--- config.mk ---
export PLATFORM = sky130hd
export DESIGN_NAME = pong_renderer
export DESIGN_NICKNAME = d
export VERILOG_FILES = /design/src/rtl/pong_renderer.sv
export SDC_FILE = /design/constraint.sdc
export NUM_CORES = 1
export LEC_CHECK = 0
export CAP_MARGIN = 20
export CORE_ASPECT_RATIO = 0.75
export CORE_MARGIN = 5
export CORE_UTILIZATION = 60
export CTS_CLUSTER_SIZE = 20
export DETAILED_ROUTE_END_ITERATION = 7
export GPL_TIMING_DRIVEN = 0
export PLACE_DENSITY_LB_ADDON = 0.1
export SETUP_SLACK_MARGIN = 0.3
export SYNTH_ARGS = -nofsm -noshare
export SYNTH_HDL_FRONTEND = slang
export SYNTH_SLANG_ARGS = --single-unit
--- constraint.sdc ---
create_clock -name clk -period 4.1 [get_ports clk]
set_input_delay 0.82 -clock clk [delete_from_list [all_inputs] [get_ports clk]]
set_output_delay 0.82 -clock clk [all_outputs]
set_load 0.05 [all_outputs]
--- src/rtl/pong_renderer.sv ---
// Purpose : Pong game state (paddles, ball, scores, serve) plus per-pixel colour for a 1280x800 raster.
// Latency : RGB one cycle after the pixel inputs; game state advances on the cycle after frame_start.
// Backpressure: none; one pixel is accepted every cycle and game updates are never stalled.
// Ports   : clk/reset_n (sync, active-low); pixel_x/pixel_y/active from the timing generator;
//           frame_start once per frame; l_up/l_dn/r_up/r_dn paddle buttons;
//           o_red/o_green/o_blue pixel colour; score_l/score_r BCD scores; point one-cycle score pulse.
module pong_renderer #(
    parameter int H_ACTIVE     = 1280,
    parameter int V_ACTIVE     = 800,
    parameter int PADDLE_W     = 16,
    parameter int PADDLE_H     = 128,
    parameter int BALL         = 16,
    parameter int LEFT_X       = 32,
    parameter int RIGHT_X      = 1232,
    parameter int PADDLE_SPEED = 8,
    parameter int BALL_SPEED   = 4,
    parameter int SERVE_FRAMES = 60
) (
    input  logic        clk,
    input  logic        reset_n,
    input  logic [10:0] pixel_x,
    input  logic [9:0]  pixel_y,
    input  logic        active,
    input  logic        frame_start,
    input  logic        l_up,
    input  logic        l_dn,
    input  logic        r_up,
    input  logic        r_dn,
    output logic [3:0]  o_red,
    output logic [3:0]  o_green,
    output logic [3:0]  o_blue,
    output logic [3:0]  score_l,
    output logic [3:0]  score_r,
    output logic        point
);

    // All geometry is compared in 12 bits so sums such as x + BALL never wrap.
    localparam logic [11:0] K_BS    = 12'(BALL_SPEED);
    localparam logic [11:0] K_BALL  = 12'(BALL);
    localparam logic [11:0] K_PW    = 12'(PADDLE_W);
    localparam logic [11:0] K_PH    = 12'(PADDLE_H);
    localparam logic [11:0] K_PS    = 12'(PADDLE_SPEED);
    localparam logic [11:0] K_LX    = 12'(LEFT_X);
    localparam logic [11:0] K_RX    = 12'(RIGHT_X);
    localparam logic [11:0] K_LCONT = 12'(LEFT_X + PADDLE_W);
    localparam logic [11:0] K_XMAX  = 12'(H_ACTIVE - BALL);
    localparam logic [11:0] K_YMAX  = 12'(V_ACTIVE - BALL);
    localparam logic [11:0] K_PYMAX = 12'(V_ACTIVE - PADDLE_H);
    localparam logic [11:0] K_NET0  = 12'(H_ACTIVE / 2 - 2);
    localparam logic [11:0] K_NET1  = 12'(H_ACTIVE / 2 + 1);
    localparam logic [10:0] K_CX    = 11'((H_ACTIVE - BALL) / 2);
    localparam logic [9:0]  K_CY    = 10'((V_ACTIVE - BALL) / 2);
    localparam logic [9:0]  K_PY0   = 10'((V_ACTIVE - PADDLE_H) / 2);
    localparam logic [5:0]  K_SLAST = 6'(SERVE_FRAMES - 1);

    typedef enum logic {ST_SERVE, ST_PLAY} state_t;

    state_t      r_state, w_state_nxt;
    logic [5:0]  r_cnt, w_cnt_nxt;
    logic [10:0] r_bx, w_bx_nxt;
    logic [9:0]  r_by, w_by_nxt;
    logic        r_dx, w_dx_nxt;        // 1 = moving right
    logic        r_dy, w_dy_nxt;        // 1 = moving down
    logic [9:0]  r_lp, r_rp, w_lp_nxt, w_rp_nxt;
    logic [3:0]  r_score_l, r_score_r, w_sl_nxt, w_sr_nxt;
    logic        r_point, w_point_nxt;
    logic [3:0]  r_red, r_green, r_blue, w_lvl;

    logic [11:0] w_bx, w_by, w_lp, w_rp, w_px, w_py;
    logic        w_miss_l, w_miss_r, w_hit_l, w_hit_r;
    logic        w_in_ball, w_in_pad, w_in_net;

    assign w_bx = {1'b0, r_bx};
    assign w_by = {2'b00, r_by};
    assign w_lp = {2'b00, r_lp};
    assign w_rp = {2'b00, r_rp};
    assign w_px = {1'b0, pixel_x};
    assign w_py = {2'b00, pixel_y};

    function automatic logic [9:0] paddle_next(input logic [9:0] y, input logic up, input logic dn);
        logic [11:0] y12;
        logic [9:0]  res;
        y12 = {2'b00, y};
        res = y;
        if (up && !dn)
            res = (y12 < K_PS) ? 10'd0 : 10'(y12 - K_PS);
        else if (dn && !up)
            res = (y12 + K_PS > K_PYMAX) ? 10'(K_PYMAX) : 10'(y12 + K_PS);
        return res;
    endfunction

    assign w_lp_nxt = paddle_next(r_lp, l_up, l_dn);
    assign w_rp_nxt = paddle_next(r_rp, r_up, r_dn);

    // w_miss_l: ball left the left edge, right player scores (and vice versa).
    assign w_miss_l = !r_dx && (w_bx < K_BS);
    assign w_miss_r =  r_dx && (w_bx + K_BS > K_XMAX);
    // Hit when this frame's step would reach or cross the paddle face.
    assign w_hit_l  = !r_dx && (w_bx >= K_LCONT) && (w_bx <= K_LCONT + K_BS)
                      && (w_by + K_BALL > w_lp) && (w_by < w_lp + K_PH);
    assign w_hit_r  =  r_dx && (w_bx + K_BALL <= K_RX) && (w_bx + K_BALL + K_BS >= K_RX)
                      && (w_by + K_BALL > w_rp) && (w_by < w_rp + K_PH);

    always_comb begin
        w_state_nxt = r_state;
        w_cnt_nxt   = r_cnt;
        w_bx_nxt    = r_bx;
        w_by_nxt    = r_by;
        w_dx_nxt    = r_dx;
        w_dy_nxt    = r_dy;
        w_sl_nxt    = r_score_l;
        w_sr_nxt    = r_score_r;
        w_point_nxt = 1'b0;
        case (r_state)
            ST_SERVE: begin
                if (r_cnt == K_SLAST) begin
                    w_cnt_nxt   = 6'd0;
                    w_state_nxt = ST_PLAY;
                end else begin
                    w_cnt_nxt = r_cnt + 6'd1;
                end
            end
            ST_PLAY: begin
                if (!r_dy && w_by < K_BS) begin
                    w_by_nxt = 10'd0;
                    w_dy_nxt = 1'b1;
                end else if (r_dy && w_by + K_BS > K_YMAX) begin
                    w_by_nxt = 10'(K_YMAX);
                    w_dy_nxt = 1'b0;
                end else begin
                    w_by_nxt = r_dy ? 10'(w_by + K_BS) : 10'(w_by - K_BS);
                end

                if (w_miss_l || w_miss_r) begin
                    if (w_miss_l)
                        w_sr_nxt = (r_score_r == 4'd9) ? 4'd0 : r_score_r + 4'd1;
                    else
                        w_sl_nxt = (r_score_l == 4'd9) ? 4'd0 : r_score_l + 4'd1;
                    // Ball keeps heading toward the side that just conceded.
                    w_dx_nxt    = w_miss_r;
                    w_bx_nxt    = K_CX;
                    w_by_nxt    = K_CY;
                    w_state_nxt = ST_SERVE;
                    w_cnt_nxt   = 6'd0;
                    w_point_nxt = 1'b1;
                end else if (w_hit_l) begin
                    w_bx_nxt = 11'(K_LCONT);
                    w_dx_nxt = 1'b1;
                end else if (w_hit_r) begin
                    w_bx_nxt = 11'(K_RX - K_BALL);
                    w_dx_nxt = 1'b0;
                end else begin
                    w_bx_nxt = r_dx ? 11'(w_bx + K_BS) : 11'(w_bx - K_BS);
                end
            end
            default: ;
        endcase
    end

    assign w_in_ball = (w_px >= w_bx) && (w_px < w_bx + K_BALL)
                       && (w_py >= w_by) && (w_py < w_by + K_BALL);
    assign w_in_pad  = ((w_px >= K_LX) && (w_px < K_LX + K_PW) && (w_py >= w_lp) && (w_py < w_lp + K_PH))
                    || ((w_px >= K_RX) && (w_px < K_RX + K_PW) && (w_py >= w_rp) && (w_py < w_rp + K_PH));
    // Dashed net: 16-line segments, drawn where pixel_y[4] is low.
    assign w_in_net  = (w_px >= K_NET0) && (w_px <= K_NET1) && !pixel_y[4];

    always_comb begin
        w_lvl = 4'h0;
        if (active) begin
            if (w_in_ball || w_in_pad)
                w_lvl = 4'hF;
            else if (w_in_net)
                w_lvl = 4'h8;
        end
    end

    always_ff @(posedge clk) begin
        if (!reset_n) begin
            r_state   <= ST_SERVE;
            r_cnt     <= 6'd0;
            r_bx      <= K_CX;
            r_by      <= K_CY;
            r_dx      <= 1'b1;
            r_dy      <= 1'b1;
            r_lp      <= K_PY0;
            r_rp      <= K_PY0;
            r_score_l <= 4'd0;
            r_score_r <= 4'd0;
            r_point   <= 1'b0;
            r_red     <= 4'h0;
            r_green   <= 4'h0;
            r_blue    <= 4'h0;
        end else begin
            r_red   <= w_lvl;
            r_green <= w_lvl;
            r_blue  <= w_lvl;
            r_point <= frame_start & w_point_nxt;
            if (frame_start) begin
                r_state   <= w_state_nxt;
                r_cnt     <= w_cnt_nxt;
                r_bx      <= w_bx_nxt;
                r_by      <= w_by_nxt;
                r_dx      <= w_dx_nxt;
                r_dy      <= w_dy_nxt;
                r_lp      <= w_lp_nxt;
                r_rp      <= w_rp_nxt;
                r_score_l <= w_sl_nxt;
                r_score_r <= w_sr_nxt;
            end
        end
    end

    assign o_red   = r_red;
    assign o_green = r_green;
    assign o_blue  = r_blue;
    assign score_l = r_score_l;
    assign score_r = r_score_r;
    assign point   = r_point;

endmodule
==> metrics.sh, run 1 <==
OUTCOME='completed'
TOTAL_CLOCK_BUFFERS_CREATED_BY_CTS=5
GRT_FIRST_PASS_WIRELENGTH_UM=29310
YS_WARN_COUNT=0
NUMPORTBUFFERS=44
VDD_DROP_MAX_V=0.0001813
WORSTSETUPENDPOINTTYPE='flip-flop'
CP_MAX_FO=10
WL_PER_CELL_UM=18.64
SYNTHESIS.AREA_UM2=6162
HTREEDEPTH=2
SETUP.WORST_PATH.START_CLASS='flip-flop'
DETAILEDROUTE.FIRSTITERATIONVIOLATIONS=789
WORSTHOLDENDPOINT='r_cnt[4]'
NETSWITCHINGFRACTION_PCT=32.34
CLK_PIN_SLEW_WORST_PATHS_PS=80
PERIOD_MINUS_SLACK_PS=3625
RRSETUPSLACK_PS=480
HOLD_VIOLATIONS=0
ASYNCSETRESETFLOPFRACSYNTH_PCT=0
INTERNAL_POWER_uW=858.7
SYNTH-EDFF-COUNT=0
YS.FLOP_TYPE='sky130_fd_sc_hd__dfxtp_1'
DRIVE_ABOVE_1_SHARE_PCT=5.170
RSZ0062_AT_GRT='false'
WORSTMARGINPINSLEW_PS=1071
GRT_USAGE_PCT=28.25
DRV.MAX_CAP_VIOLATION_COUNT=0
CLOCK.FMAX_MHz=275.9
FINAL_WORST_PATH_CYCLE_SHARE_PCT=88.41
DIE_HEIGHT_UM=97.77
WORSTSKEWPAIRLATENCY_PS=300
HOLDCRITSTARTPOINT='r_cnt[4]'
FINALCLOCKSKEW_PS=7.141
NET-SWITCHING-POWER_uW=410.4
NUM-NETS-FINAL=983
GLOBALPLACE.CONGESTION=0.9972
IO-PIN-COUNT=50
POST_CTS.REPAIR.SETUP_BUFFERS=0
NFILLCELLS=869
YOSYS_TOP_CELL_BY_AREA='sky130_fd_sc_hd__ha_1'
FLOORPLAN.INITIALDENSITY_PCT=60.59
REGISTER_AREA_SHARE_AFTER_SYNTHESIS_PCT=16.57
CP.REQUIRED_PS=4300
POSTROUTEWIRELENGTH_UM=18390
CORE_AREA_UM2=10170
POSTSYNTHAREAPERCELL_UM2=7.712
CRITICAL_PATH.REG2REG.STARTPOINT='r_by[4]'
FLOORPLAN_ROW_COUNT=32
FINAL_SETUP_VIOLATION_COUNT=0
COUNT_OF_FINAL_MAX_SLEW_CHECK_FAILURES=0
MULTI_INPUT_AREA_UM2=4647
AREA.GROWTH.SYNTH_TO_FINAL_PCT=12.41
CTS.ROOT.BUFFER_CELL='sky130_fd_sc_hd__clkbuf_16'
SEQ_AREA_UM2=1021
WORST-ENDPOINT-ARRIVAL_PS=3820
REG2REGPATHDEPTH=10
SYNTH.CELLS.MOST_FREQUENT='sky130_fd_sc_hd__ha_1, sky130_fd_sc_hd__nand2_1, sky130_fd_sc_hd__a21oi_1, sky130_fd_sc_hd__inv_1, sky130_fd_sc_hd__dfxtp_1'
HOLDBUFCOUNTCTS=0
CRIT-REG2REG-CAPTURE='r_bx[2]'
POST_CTS_RESIZE_COUNT=0
VIAS_IN_THE_FIRST_GLOBAL_ROUTE=5939
FP.DIEAREA_UM2=12420
SHARE_CLK_OF_TOTAL_POWER_PCT=36.1
YOSYSMOSTFREQUENTCELL='sky130_fd_sc_hd__ha_1'
SETUP-TNS-FINAL_PS=0
HOLD_CLASS='flip-flop to flip-flop'
FIRSTDRTPASSITERS=6
CLOCK_TREE.BUFFER_DEPTH=2
SYNTHDISTINCTLIBCELLS=75
SYNTH_TOP_AREA_SHARE_PCT=21.12
VIA_COUNT=6538
FINAL-INSTANCE-COUNT-EXCL-FILL=987
NUMPLACEDINSTANCES=979
TRITONCTS='done'
GRT_START_MAX_NET_PINS=19
GRT-OVFL-TOTAL=0
AVGVIACOUNTPERCELL=6.624
INSERTEDDIODECOUNT=0
REMAINING_DRC_ERRORS=0
DETAILED_PLACE_HPWL_UM=14320
MIN_PATH_CELLS=1
STATIC-LEAKAGE-POWER_uW=0.002777
P_SEQ_SHARE_PCT=40.8
POWER_DENSITY_nW_PER_UM2=183.2
CRITPATHKIND='flip-flop to flip-flop'
SYNTHESIS.INSTANCES=799
YS_SEQ_ELEMENTS=51
SYN-NUM-NETS=932
SLEW-LIMIT-HEADROOM_PCT=27.69
P_COMB_SHARE_PCT=23.1
NUMBER_OF_ANTENNA_VIOLATIONS_AT_THE_FIRST_CHECK_IN_GLOBAL_ROUTING=0
NETLIST_TOP_CELLS_AREA='sky130_fd_sc_hd__ha_1, sky130_fd_sc_hd__dfxtp_1, sky130_fd_sc_hd__a21oi_1'
DETAIL-ROUTE-ANTENNA-NETS=0
CHIPWIDTH_UM=127.0
CTS.SINK_COUNT=51
-- logic make-up (layout without fill, tap and decap cells) --
logic type | count (synthesis) | count (layout) | share of synthesized area [%]
AO/OA/AOI/OAI | 253 | 253 | 27.61
AND/OR/NAND/NOR | 242 | 242 | 20.85
buffers and inverters | 109 | 161 | 8.020
adder cells (fa/ha/maj) | 105 | 105 | 21.28
flip-flops | 51 | 51 | 16.57
XOR/XNOR | 33 | 33 | 4.690
multiplexers | 6 | 6 | 0.9747
-- layer usage --
metal	up-vias	GRT usage [%]	wire, µm
met5	-	0	0
li1	3084	-	-
met4	0	5.359	228
met3	28	4.866	1988
met2	383	44.02	7818
met1	3043	41.18	8357
-- stage by stage --
stage                     cell area (µm²)  util (%)  power (µW)  hold WS (ps)  setup slack, ps
after CTS                            6925     68.10        1264         478.7            602.4
final                                6927     68.11        1269         488.2            475.4
after floorplan                      6162         -       714.9         431.9             1317
after global routing                 6927     68.11        1320         508.1            302.7
after global placement               6773     66.60       802.0         456.5            697.7
after detailed placement             6773     66.60       814.2         461.2            616.0
-- worst max path at each step --
stage	depth (start not counted)	slack [ps]	startpoint	end
floorplan	10	1320	r_by[4]	r_bx[2]
global placement	11	700	r_lp[7]	r_bx[7]
detailed placement	11	620	r_lp[7]	r_bx[7]
CTS	11	600	r_lp[7]	r_bx[7]
global route	10	300	r_by[4]	r_bx[2]
finish	10	480	r_by[4]	r_bx[2]
-- layout make-up --
| cell class | count | share of cell area, % |
|---|---|---|
| buffer | 56 | 4.281 |
| clock buffer | 5 | 1.806 |
| clock inverter | 3 | 0.3974 |
| inverter | 53 | 2.872 |
| multi-input combinational | 639 | 67.09 |
| sequential | 51 | 14.74 |
| tap | 136 | 2.457 |
| timing repair buffer | 44 | 6.358 |
-- state kept, by name, indices dropped and copies added (netlist names), 2 cells and up --
name,flops
score_l,4
r_lp,7
r_bx,9
r_by,8
r_cnt,6
o_blue,2
score_r,4
r_rp,7
-- worst max-delay path: stages (launching register included) --
cell and delay [ps]:
sky130_fd_sc_hd__dfxtp_1 460, sky130_fd_sc_hd__clkbuf_1 410, sky130_fd_sc_hd__nand3_1 180, sky130_fd_sc_hd__or2_2 330, sky130_fd_sc_hd__xnor2_1 370, sky130_fd_sc_hd__ha_1 230
sky130_fd_sc_hd__nand4_1 140, sky130_fd_sc_hd__o311a_1 310, sky130_fd_sc_hd__o211ai_1 400, sky130_fd_sc_hd__nand2_1 290, sky130_fd_sc_hd__o41ai_1 400
-- cells in the final DEF (no fill, tap or decap), types with 5 or more instances in the layout --
| cell | synthesis | routed |
|---|---|---|
| sky130_fd_sc_hd__nor4_1 | 7 | 7 |
| sky130_fd_sc_hd__mux2i_1 | 6 | 6 |
| sky130_fd_sc_hd__a41oi_1 | 5 | 5 |
| sky130_fd_sc_hd__inv_1 | 52 | 52 |
| sky130_fd_sc_hd__a31oi_1 | 21 | 21 |
| sky130_fd_sc_hd__a311oi_1 | 6 | 6 |
| sky130_fd_sc_hd__ha_1 | 104 | 104 |
| sky130_fd_sc_hd__o22ai_1 | 6 | 6 |
| sky130_fd_sc_hd__a21oi_1 | 54 | 54 |
| sky130_fd_sc_hd__nor3_1 | 24 | 24 |
| sky130_fd_sc_hd__buf_2 | 5 | 5 |
| sky130_fd_sc_hd__and3_1 | 8 | 8 |
| sky130_fd_sc_hd__nand4b_1 | 6 | 6 |
| sky130_fd_sc_hd__o2111ai_1 | 7 | 7 |
| sky130_fd_sc_hd__o21ai_0 | 48 | 48 |
| sky130_fd_sc_hd__nand4_1 | 11 | 11 |
| sky130_fd_sc_hd__nand3_1 | 29 | 29 |
| sky130_fd_sc_hd__nand2b_1 | 11 | 11 |
| sky130_fd_sc_hd__nor2b_1 | 7 | 7 |
| sky130_fd_sc_hd__nand2_1 | 57 | 57 |
| sky130_fd_sc_hd__buf_4 | 11 | 11 |
| sky130_fd_sc_hd__o41ai_1 | 6 | 6 |
| sky130_fd_sc_hd__a22oi_1 | 7 | 7 |
| sky130_fd_sc_hd__and2_1 | 5 | 5 |
| sky130_fd_sc_hd__xnor2_1 | 25 | 25 |
| sky130_fd_sc_hd__and4_1 | 6 | 6 |
| sky130_fd_sc_hd__o211ai_1 | 10 | 10 |
| sky130_fd_sc_hd__clkdlybuf4s50_1 | 0 | 44 |
| sky130_fd_sc_hd__xor2_1 | 8 | 8 |
| sky130_fd_sc_hd__clkbuf_1 | 34 | 33 |
| sky130_fd_sc_hd__a211oi_1 | 11 | 11 |
| sky130_fd_sc_hd__nor2_1 | 46 | 46 |
| sky130_fd_sc_hd__or4_1 | 5 | 5 |
| sky130_fd_sc_hd__clkbuf_16 | 0 | 5 |
| sky130_fd_sc_hd__dfxtp_1 | 51 | 51 |
| sky130_fd_sc_hd__buf_6 | 5 | 5 |
| sky130_fd_sc_hd__o21a_1 | 11 | 11 |
| sky130_fd_sc_hd__a21o_1 | 12 | 12 |
| sky130_fd_sc_hd__o31ai_1 | 8 | 8 |
-- power by group through the flow --
| stage | combinational [µW] | clock, µW | sequential (µW) |
|---|---|---|---|
| final | 293 | 458 | 518 |
| after global routing | 323 | 478 | 519 |
| after CTS | 287 | 460 | 517 |
| after detailed placement | 285 | 0 | 529 |
| after global placement | 274 | 0 | 528 |
| after floorplan | 188 | 0 | 526 |
Note: power is estimated with default switching activity, not from simulation.
==> inputs of run 2 (changes only) <==
SKIP_CTS_REPAIR_TIMING = 1   (was unset)
==> results of run 2 <==
Same layout as run 1: the final DEF is identical, and so are final timing and power.
